<file path="src/rtl/rtc_tick_gen.sv">
// Fractional RTC square-wave divider feeding the CLINT rtc input, with a one-entry config shadow.
// Define RTC_TICK_GEN_CNT_EN to add a 32-bit rising-edge counter output (tick_cnt_o).
module rtc_tick_gen #(
  parameter int unsigned IntWidth  = 16,
  parameter int unsigned FracWidth = 8,
  parameter logic [IntWidth-1:0]  RstDivInt  = 16'd763,
  parameter logic [FracWidth-1:0] RstDivFrac = 8'd0
) (
  input  logic                 clk_i,
  input  logic                 rst_ni,
  input  logic                 en_i,
  input  logic                 cfg_valid_i,
  output logic                 cfg_ready_o,
  input  logic [IntWidth-1:0]  div_int_i,
  input  logic [FracWidth-1:0] div_frac_i,
  output logic                 rtc_o,
  output logic                 busy_o
`ifdef RTC_TICK_GEN_CNT_EN
  ,
  output logic [31:0]          tick_cnt_o
`endif
);

  typedef enum logic [1:0] {IDLE, RUN_LO, RUN_HI} state_t;

  state_t               state;
  logic [IntWidth-1:0]  cnt;
  logic [FracWidth-1:0] acc;
  logic                 pending;
  logic                 rtc;
  logic [IntWidth-1:0]  act_int, pend_int;
  logic [FracWidth-1:0] act_frac, pend_frac;

  logic [IntWidth-1:0]  sel_int, eff_int, eff_m1, reload;
  logic [FracWidth-1:0] sel_frac;
  logic [FracWidth:0]   sum;
  logic                 boundary, apply, cfg_take;

  // A pending config already governs the reload at the boundary where it is applied.
  always_comb begin
    sel_int  = pending ? pend_int  : act_int;
    sel_frac = pending ? pend_frac : act_frac;
    eff_int  = (sel_int < IntWidth'(2)) ? IntWidth'(2) : sel_int;
    eff_m1   = eff_int - IntWidth'(1);
    sum      = {1'b0, acc} + {1'b0, sel_frac};
    reload   = eff_m1 + {{(IntWidth-1){1'b0}}, sum[FracWidth]};
    boundary = (state != IDLE) && en_i && (cnt == '0);
    apply    = pending && ((state == IDLE) || boundary);
    cfg_take = cfg_valid_i && !pending;
  end

  always_ff @(posedge clk_i or negedge rst_ni) begin
    if (!rst_ni) begin
      state     <= IDLE;
      cnt       <= '0;
      acc       <= '0;
      pending   <= 1'b0;
      rtc       <= 1'b0;
      act_int   <= RstDivInt;
      act_frac  <= RstDivFrac;
      pend_int  <= '0;
      pend_frac <= '0;
    end else begin
      if (cfg_take) begin
        pend_int  <= div_int_i;
        pend_frac <= div_frac_i;
        pending   <= 1'b1;
      end
      if (apply) begin
        act_int  <= pend_int;
        act_frac <= pend_frac;
        pending  <= 1'b0;
      end
      case (state)
        IDLE: begin
          rtc <= 1'b0;
          acc <= '0;
          if (en_i) begin
            state <= RUN_LO;
            cnt   <= eff_m1;
          end
        end
        RUN_LO, RUN_HI: begin
          if (!en_i) begin
            state <= IDLE;
            rtc   <= 1'b0;
            acc   <= '0;
            cnt   <= '0;
          end else if (cnt == '0) begin
            state <= (state == RUN_LO) ? RUN_HI : RUN_LO;
            rtc   <= (state == RUN_LO);
            acc   <= sum[FracWidth-1:0];
            cnt   <= reload;
          end else begin
            cnt <= cnt - IntWidth'(1);
          end
        end
        default: state <= IDLE;
      endcase
    end
  end

  assign rtc_o       = rtc;
  assign busy_o      = (state != IDLE);
  assign cfg_ready_o = !pending;

`ifdef RTC_TICK_GEN_CNT_EN
  logic [31:0] tick_cnt;

  always_ff @(posedge clk_i or negedge rst_ni) begin
    if (!rst_ni)
      tick_cnt <= '0;
    else if (state == IDLE)
      tick_cnt <= '0;
    else if (state == RUN_LO && boundary)
      tick_cnt <= tick_cnt + 32'd1;
  end

  assign tick_cnt_o = tick_cnt;
`endif

endmodule

</file>
<file path="config.mk">
export PLATFORM = sky130hd
export DESIGN_NAME = rtc_tick_gen
export DESIGN_NICKNAME = d
export VERILOG_FILES = /design/src/rtl/rtc_tick_gen.sv
export SDC_FILE = /design/constraint.sdc
export NUM_CORES = 1
export LEC_CHECK = 0
export CAP_MARGIN = 20
export CELL_PAD_IN_SITES_DETAIL_PLACEMENT = 0
export CELL_PAD_IN_SITES_GLOBAL_PLACEMENT = 1
export CORE_ASPECT_RATIO = 0.7
export CORE_MARGIN = 5
export CORE_UTILIZATION = 43
export DETAILED_ROUTE_END_ITERATION = 10
export GPL_TIMING_DRIVEN = 0
export PLACE_DENSITY_LB_ADDON = 0.1
export SLEW_MARGIN = 20
export SYNTH_ARGS = -nofsm -noshare
export SYNTH_HDL_FRONTEND = slang
export SYNTH_SLANG_ARGS = --single-unit
export TNS_END_PERCENT = 30
</file>
<file path="constraint.sdc">
create_clock -name clk_i -period 4.27 [get_ports clk_i]
set_input_delay 0.427 -clock clk_i [delete_from_list [all_inputs] [get_ports clk_i]]
set_output_delay 0.427 -clock clk_i [all_outputs]
set_load 0.005 [all_outputs]
</file>
======== Word-level counts from Yosys, hierarchy flattened ========
Cells that the tools add are included.
storage, ports and cells
  bits of input ports ..................... 28
  flip-flop bits (word level) ............. 76
  word-level logic and storage cells ...... 53
  output and inout port bits .............. 3
operators by class
  equal/unequal tests ..................... 4
  $add $sub $neg .......................... 4
  mux-type cells .......................... 20
  reduce and logical (&&, ||, !) cells .... 15
  magnitude comparators ................... 1
operators with widths
  kind                                                                    count
  16-bit 2-to-1 mux                                                       5
  16-bit case mux with 2 select lines                                     1
  16-bit by 1-bit subtractor with 16-bit output (second input constant)   2
  8-bit 2-to-1 mux                                                        3
  16-bit by 1-bit adder with 16-bit output                                1
  16-bit zero test                                                        1
  16-bit by 2-bit < comparator with 1-bit output (second input constant)  1
  8-bit case mux with 2 select lines                                      1
  8-bit by 8-bit adder with 9-bit output                                  1
  2-bit 2-to-1 mux                                                        4
  2-bit AND reduction                                                     3
  2-bit nonzero test                                                      3
  1-bit logical AND                                                       4
  1-bit 2-to-1 mux                                                        4
  2-bit case mux with 2 select lines                                      1
  3-bit inequality test (second input constant)                           1
  2-bit by 1-bit == test with 1-bit output (second input constant)        1
  2-bit == test (second input constant)                                   1
  2-bit zero test                                                         1
  2-bit inequality test (second input constant)                           1
  1-bit case mux with 2 select lines                                      1
  2-bit OR reduction                                                      1
  1-bit zero test                                                         1
  1-bit logical OR                                                        1

======== Logic depth before layout (Yosys ltp) ========
Gate-level depths: netlist of the first run.
  depth after elaboration ................. 8
  depth in mapped cells ................... 23
  gate-level depth less buffers ........... 19

======== Worst setup path before layout of the first run ========
Ideal clock, no wire load.
  kind .................................... register -> register
  from .................................... register pending
  to ...................................... register cnt[14]
  slack ................................... -0.365 ns
  cell stages (with the launch flop) ...... 24
  arrival time ............................ 4.509 ns
  required time ........................... 4.144 ns
  buffers on the path ..................... 4
  setup time .............................. 0.126 ns
  period minus slack after synthesis ...... 4.635 ns
  path through ............................ dfrtp_1 -> buf_6 -> buf_2 -> buf_1 -> buf_1 -> mux2_2 -> ha_1 -> fa_1 -> a21oi_1 -> o21bai_1 -> a21oi_1 -> nor2_1 -> nor2_1 -> nor2b_1 -> o21ai_0 -> nand2b_1 -> ha_1 -> ha_1 -> nand2_1 -> nor4_1 -> a21oi_1 -> and4bb_1 -> nor3b_1 -> a211oi_1
on the way
  word-level cells in the longest chain between the ends .. 8
  elaborated cells on any way between the ends .. 11
  those cells by class .................... add/sub (3); order compare (1); mux (7)
RTL lines
  element                                         RTL line  text
  start: declaration                              29        logic pending;
  start signal: assignment                        57        pending <= 1'b0;
  start signal: assignment                        67        pending <= 1'b1;
  start signal: assignment                        72        pending <= 1'b0;
  16-bit 2-to-1 mux                               41        sel_int = pending ? pend_int : act_int;
  16-bit by 2-bit < comparator with 1-bit output  43        eff_int = (sel_int < IntWidth'(2)) ? IntWidth'(2) : sel_int;
  16-bit 2-to-1 mux                               43
  16-bit by 1-bit subtractor with 16-bit output   44        eff_m1 = eff_int - IntWidth'(1);
  16-bit by 1-bit adder with 16-bit output        46        reload = eff_m1 + {{(IntWidth-1){1'b0}}, sum[FracWidth]};
  16-bit 2-to-1 mux                               89        end else if (cnt == '0) begin
  16-bit 2-to-1 mux                               84        if (!en_i) begin
  16-bit case mux with 2 select lines (*)         74        case (state)
  end signal: assignment                          80        cnt <= eff_m1;
  end signal: assignment                          93        cnt <= reload;
  end signal: assignment                          95        cnt <= cnt - IntWidth'(1);
  end: declaration                                27        logic [IntWidth-1:0] cnt;
Mark *: on every way between the ends. The rest lies on a longest branch, timed or not. The select of a mux whose other input is x is not followed.
A chain may end at the register's enable or synchronous reset.

======== Final worst setup path of the first run ========
  from .................................... register pending
  to ...................................... register cnt[10]
Same word-level chain as after synthesis.

==> results of run 1 <==
-- sequential cells by signal (all words and copies together), names as in the netlist --
register	cells
pending	1
act_int	16
rtc_o	1
pend_int	16
acc	8
pend_frac	8
cnt	16
state	2
act_frac	8
-- placed cells by master (no fill, tap or decap), drive strengths merged, types with 5 or more instances in the layout --
master / count
o21ai: 36
clkbuf: 20
a21o: 5
ha: 16
nor3b: 5
dfrtp: 68
nor2: 32
mux2i: 14
nand2: 34
a21oi: 22
buf: 14
mux2: 60
nand3: 13
xnor2: 23
nor4: 13
a22o: 6
xor2: 7
inv: 15
or2: 10
o22ai: 8
nand4: 5
nor3: 16
clkdlybuf4s50: 29
a31oi: 6
dfstp: 8
-- synthesized netlist by cell type (3+ instances only) --
master	number	area, um^2
nor3_1	16	80.1
ha_1	16	200
a21o_1	4	30.0
o211ai_1	3	22.5
nor4_1	13	81.3
dfrtp_1	68	1700
dfstp_2	8	210
or2_2	7	43.8
nor3b_1	5	37.5
o221ai_1	3	26.3
or3_1	3	18.8
xor2_1	7	61.3
nand2b_1	4	25.0
o32ai_1	3	26.3
nor2b_1	4	25.0
mux2_2	59	664
buf_6	3	33.8
nand3_1	12	60.1
buf_2	6	30.0
nor2_1	30	113
o22ai_1	7	43.8
a22o_1	6	52.6
xnor2_1	23	201
o21bai_1	3	22.5
a21oi_1	22	110
mux2i_1	14	140
inv_1	10	37.5
a31oi_1	6	37.5
nand4_1	4	25.0
o31ai_1	3	22.5
or4_1	3	22.5
nand2_1	34	128
o21ai_0	33	165
clkbuf_1	10	37.5
-- final cells by class --
type / count / area, um^2 / share of cell area
plain buffers: 19 / 116 / 0.0194
clock buffers: 9 / 225 / 0.0375
clock inverters: 7 / 86.3 / 0.0144
inverters: 10 / 37.5 / 0.00624
multi-input cells: 401 / 3070 / 0.511
flip-flops and latches: 76 / 1910 / 0.318
well taps: 157 / 196 / 0.0327
repair buffers: 35 / 365 / 0.0608
-- through the flow --
stage	cells	setup TNS, ns
6_report	714	0
5_1_grt	714	-0.00102
4_1_cts	712	0
3_5_place_dp	696	-7.03
3_3_place_gp	695	-6.87
2_1_floorplan	508	0
-- kinds of logic after synthesis --
group,Yosys count,share of synthesized area
and+or+nand+nor,158,0.173
AOI/OAI and AO/OA,122,0.169
DFF,76,0.375
muxes,74,0.160
buffers and inverters,31,0.0287
xor gates and xnor gates,30,0.0515
adders and majority gates,17,0.0432
-- power by group through the flow --
stage	logic, uW	clock network, uW	registers (uW)
2_1_floorplan	2110	0	1350
3_3_place_gp	2660	0	1450
3_5_place_dp	2710	0	1470
4_1_cts	2730	823	1450
5_1_grt	3090	850	1520
6_report	2800	803	1460
-- worst max path at each step --
| stage | slack, ns | to | from | cells after the start |
|---|---|---|---|---|
| after floorplan | 0.05 | cnt[14]$_DFFE_PN0P_ | pending$_DFFE_PN0P_ | 23 |
| after global placement | -0.73 | cnt[8]$_DFFE_PN0P_ | pending$_DFFE_PN0P_ | 23 |
| after detailed placement | -0.79 | cnt[8]$_DFFE_PN0P_ | pending$_DFFE_PN0P_ | 23 |
| after CTS | 0.01 | cnt[15]$_DFFE_PN0P_ | pending$_DFFE_PN0P_ | 13 |
| after global routing | -0.001 | cnt[15]$_DFFE_PN0P_ | pending$_DFFE_PN0P_ | 13 |
| final | 0.22 | cnt[10]$_DFFE_PN0P_ | pending$_DFFE_PN0P_ | 14 |
-- per-layer routing --
layer	vias up	GRT usage
met3	9	0.0360
met2	75	0.300
met4	0	0.0395
met1	2043	0.273
li1	1991	-
met5	-	0
-- worst register-to-register path, cell delays in order, from the launching register on --
cell and delay [ns]:
dfrtp_2 0.45, buf_4 0.19, or4_1 0.60, o32ai_4 0.22
nand4_2 0.29, nand2_1 0.20, ha_2 0.28, o21ai_0 0.18
xnor2_1 0.25, nor4_1 0.36, a21oi_2 0.05, buf_4 0.17
or2_4 0.26, o41ai_2 0.34, o21ai_1 0.10
-- timing repair --
action / 4_1_cts / 5_1_grt
buffers inserted: 2 / 1
cloned: 0 / 1
pin swaps: 0 / 0
setup endpoints to repair: 16 / 9
resized for setup: 4 / 9
==> results by group, run 1 <==
Synthesis
  – EDFF count, synth: 0
  – Ys Warns: 0
  – Mapped Nets: 553
  – Cell count after synthesis: 508
  – FF+latch count, synth: 76
  – Register area share after synthesis: 0.375
  – Ys flop type: dfrtp_1
  – Mapped cell area: approximately 5000 um^2
  – Ys async rst share: 1.00
  – Distinct cell type count after synthesis: 80
  – Syn Area/Cell: 10.0 um^2

Drt
  – Antenna viol nets, final: 0
  – 1st-iter DRT viols: around 250
  – Vias: 4118
  – Met1 WL: 6570 um
  – Wirelength, routed: 13000 um
  – Remaining DRCs: 0
  – Metal3 WL: between 500 and 600 um
  – DR WL/cell: between 15 and 20 um
  – First-pass DRT Iterations: 4
  – Via density: 5.77
  – Met2 wire length: 5770 um
  – Top Metal Used: met4

Worst setup path
  – Startpoint Class: flop
  – Required time worst endpoint: 4.49 ns
  – Worst R2R Start: pending$_DFFE_PN0P_
  – Critical Path Most Common Cell: buf_4
  – CP Cell Sequence: buf_4 -> or4_1 -> o32ai_4 -> nand4_2 -> nand2_1 -> ha_2 -> o21ai_0 -> xnor2_1 -> nor4_1 -> a21oi_2 -> buf_4 -> or2_4 -> o41ai_2 -> o21ai_1
  – Worst R2R End: cnt[10]$_DFFE_PN0P_
  – Critical-path maximum fanout: 7
  – Worst R2R Path Depth: 14
  – CP delay by family, top: simple AND/OR/NAND/NOR gates
  – Critical path capture point type: flop
  – Worst Path Buf+Inv: 2
  – Standard cell with the maximum stage delay on the critical path: or4_1
  – Worst reg2reg setup slack: 0.22 ns
  – WS Path Type: reg -> reg
  – Slowest stage delay, CP: 0.59 ns
  – Arr. time, crit path: between 4 and 5 ns

GRT
  – First-pass GRT wire length: 21600 um
  – Grt ovf: 0
  – Vias in the first global route: 4219
  – Largest net degree at the start of global routing: 41
  – GR Util All Layers: 0.190
  – Initial antenna violation count: 0

STA
  – Worst-margin pin slew: 0.886 ns
  – Worst clock skew: 0.00795 ns
  – Fmax achieved: 247 MHz
  – PnR worst setup slack: 0.220 ns
  – Slew Viols, Final: 0
  – Rel. slew slack: 0.404
  – Final min period: 4.05 ns
  – Final setup viols: 0
  – Hold_ws: roughly 0.060 ns
  – Hold Violations, Final: 0
  – Period Utilization, post-route: 0.948

Power and ir drop
  – Cell-internal power: about 2800 uW
  – Seq pwr share: 0.288
  – Pwr Density: 841 nW/um^2
  – Switching Share: 0.438
  – Final Power: 5060 uW
  – Sw power: between 2000 and 2500 uW
  – Worst vdd ir: 0.326 mV
  – Clock Power Share: 0.159
  – Combinational share of power: 0.553
  – LEAKAGE: 0.00235 uW

CTS
  – Clock Latency Late Sink: 0.33 ns
  – Reg clk slew, reported paths: around 0.07 ns
  – H-tree Lvls: 3
  – CTS tree: built
  – Sink Count: 76
  – CTS Hold Buffers Added: 0
  – Clock Tree Buf Depth: 2
  – TritonCTS Buffers: 9
  – Root Buffer: clkbuf_16

Outcome
  – Status: finished, final reports clean

Floorplan
  – Starting Density: 0.438
  – # rows: 33
  – Die H: 101 um
  – Die W: 140 um
  – I/O Pins: 31
  – Die footprint: 14200 um^2
  – Core area: 11600 um^2

Run
  – Max Cap Viol: 0

Place
  – DP Area: 5620 um^2
  – Detail Placement HPWL: 9840 um
  – I/O Buffers: 30
  – RD Place Congestion: between 0.8 and 0.9
  – Place WS: -0.789 ns

Cells and area
  – Synth-to-Final Area Change: 17.8%
  – Filler cells: 1084
  – Antenna diodes: 0
  – Layout cells sized above 1: 0.239
  – Final Cell Area: 6010 um^2
  – Final #Nets: around 600
  – Util after Layout: 0.516

Min path
  – Hold Crit Class: in -> async
Note: power is estimated with default switching activity, not from simulation.
==> run 2: changes to the inputs <==
- clock period: 4.27 -> 3.3 ns (I/O delays scaled with it)
==> run 2 against run 1 <==
The flow now finishes with violations (setup timing). Total power rose by 38%. Worst setup slack got worse by 0.80 ns. Combinational power rose by 45%. Hold slack improved by 0.38 ns. Final area rose by 7.0%. Sequential share of layout area fell by 2.1 points. Critical path type unchanged. Critical endpoint is now cnt[14]$_DFFE_PN0P_. Largest cell class unchanged. Highest routed layer unchanged.
==> results by group, run 2 (synthesis results as in run 1) <==
Worst setup path
  – WS Path Type: reg -> reg
  – CP delay by family, top: simple AND/OR/NAND/NOR gates
  – Critical Path Most Common Cell: a21oi_2
  – Slowest stage delay, CP: 0.44 ns
  – Arr. time, crit path: 4.10 ns
  – Critical path capture point type: flop
  – Startpoint Class: flop
  – Critical-path maximum fanout: 5
  – Required time worst endpoint: ~3.5 ns
  – Worst Path Buf+Inv: 3
  – Standard cell with the maximum stage delay on the critical path: dfrtp_2
  – CP Cell Sequence: buf_8 -> buf_12 -> buf_12 -> mux2_4 -> ha_4 -> fa_2 -> a21oi_2 -> o21bai_2 -> a21oi_2 -> nor2_1 -> nor2_1 -> nor2b_1 -> o21ai_1 -> nand2b_1 -> ha_2 -> ha_4 -> nand3_2 -> a21oi_2 -> a21oi_2 -> and4bb_2 -> nor3b_2 -> a211oi_2

Cells and area
  – Layout cells sized above 1: 0.317
  – Commonest cells after routing, fill and taps aside: dfrtp_1, mux2_2, nand2_1, nor2_1, clkdlybuf4s50_1
  – Top Registers: act_int x16, cnt x16, pend_int x16
  – Commonest non-fill, non-tap cell in the layout: dfrtp_1
  – Synth-to-Final Area Change: 26.1%
  – Filler cells: 1053
  – Final Non-Filler Cells: 737
  – Antenna diodes: 0
  – Final Cell Area: between 6000 and 7000 um^2
  – Final #Nets: 620

CTS
  – Reg clk slew, reported paths: roughly 0.070 ns
  – Clock Tree Buf Depth: 2
  – TritonCTS Buffers: 9
  – H-tree Lvls: 3
  – Sink Count: 76
  – Clock Latency Late Sink: 0.34 ns
  – Root Buffer: clkbuf_16
  – CTS tree: built

Drt
  – First-pass DRT Iterations: 5
  – Remaining DRCs: 0
  – DR WL/cell: between 15 and 20 um
  – Via density: roughly 5.8
  – Vias: about 4200
  – Wirelength, routed: 13400 um
  – Antenna viol nets, final: 0
  – 1st-iter DRT viols: 255

Power and ir drop
  – Worst vdd ir: 0.449 mV
  – Pwr Density: 1090 nW/um^2
  – LEAKAGE: 0.00251 uW

Floorplan
  – Core area: around 12000 um^2
  – # rows: 33
  – Die footprint: 14200 um^2
  – Die H: 101 um
  – Die W: 140 um
  – I/O Pins: 31
  – Starting Density: 0.438

Place
  – Post-placement cell count: 696
  – Detail Placement HPWL: 9950 um
  – I/O Buffers: 30
  – RD Place Congestion: 0.883
  – DP Area: about 5700 um^2

Outcome
  – Status: finished, violations left
  – Failing checks: setup timing

STA
  – Final min period: a little under 4 ns
  – Worst clock skew: 0.0118 ns
  – PnR worst setup slack: -0.576 ns
  – Period Utilization, post-route: 1.17
  – Rel. slew slack: 0.383
  – Worst-margin pin slew: between 0.9 and 1 ns
  – Slew Viols, Final: 0
  – Final setup viols: 16
  – RSZ-0062 raised after global routing: yes
  – Hold Violations, Final: 0
  – Fmax achieved: ~260 MHz

GRT
  – Initial antenna violation count: 0
  – Grt ovf: 0
  – First-pass GRT wire length: around 22000 um
  – GR Util All Layers: 0.197
  – Largest net degree at the start of global routing: 57
  – Vias in the first global route: 4323

Run
  – Max Cap Viol: 0

Min path
  – Hold Crit Class: in -> async
==> run 2: changes by cell type in the layout (fill, tap and decap cells not counted), sizes merged <==
| cell | change |
|---|---|
| buf | +23 |
| dlygate4sd3 | +1 |
| clkinv | +2 |
| inv | -3 |
==> run 2: layout make-up <==
class                   instances  area [um^2]  area share
repair buffers                 57          531      0.0825
plain buffers                  20          140      0.0218
clock inverters                 6         71.3      0.0111
well taps                     157          196      0.0305
flip-flops and latches         76         1910       0.297
inverters                      10         37.5     0.00584
clock buffers                  10          239      0.0372
multi-input cells             401         3300       0.514
==> run 2: through the flow <==
stage	setup slack [ns]	hold slack (ns)	TNS, ns	util	power, uW
3_3_place_gp	-1.13	0.472	-72.97	0.490	5420
3_5_place_dp	-1.20	0.249	-14.35	0.492	5530
6_report	-0.576	0.444	-6.09	0.552	6990
2_1_floorplan	-0.543	0.0344	-4.23	-	4570
5_1_grt	-0.791	0.463	-9.66	0.552	7520
4_1_cts	-0.595	0.439	-6.29	0.542	6860
==> run 2: layer usage <==
| layer | GRT usage | up-vias | share of wire |
|---|---|---|---|
| met3 | 0.0417 | 12 | 0.053 |
| met4 | 0.0410 | 0 | 0.0081 |
| met2 | 0.315 | 104 | 0.45 |
| li1 | - | 2032 | - |
| met1 | 0.279 | 2093 | 0.48 |
| met5 | 0 | - | 0 |
==> run 2: final timing paths <==
path	start	endpoint	slack (ns)	cells past startpoint
max in group asynchronous	rst_ni	act_int[7]$_DFFE_PN1P_	2.22	3
min	rst_ni	pend_frac[1]$_DFFE_PN0P_	0.44	2
min reg2reg	acc[3]$_DFFE_PN0P_	acc[3]$_DFFE_PN0P_	0.50	2
max reg2reg	pending$_DFFE_PN0P_	cnt[14]$_DFFE_PN0P_	-0.58	22
max	pending$_DFFE_PN0P_	cnt[14]$_DFFE_PN0P_	-0.58	22
min in group clk_i	acc[3]$_DFFE_PN0P_	acc[3]$_DFFE_PN0P_	0.50	2
==> run 2: repair_timing <==
action | in CTS | in global routing
hold buffers | 1 | 0
endpoints found under the setup margin | 16 | 36
hold endpoints to repair | 20 | 0
pin swaps | 16 | 20
setup buffers | 23 | 2
gates resized for setup | 18 | 22
==> run 2: where the power goes <==
part	internal, uW	switching (uW)	total [uW]
sequential	1420	470	1890
clock	615	418	1030
combinational	1890	2190	4070
total	3920	3070	6990
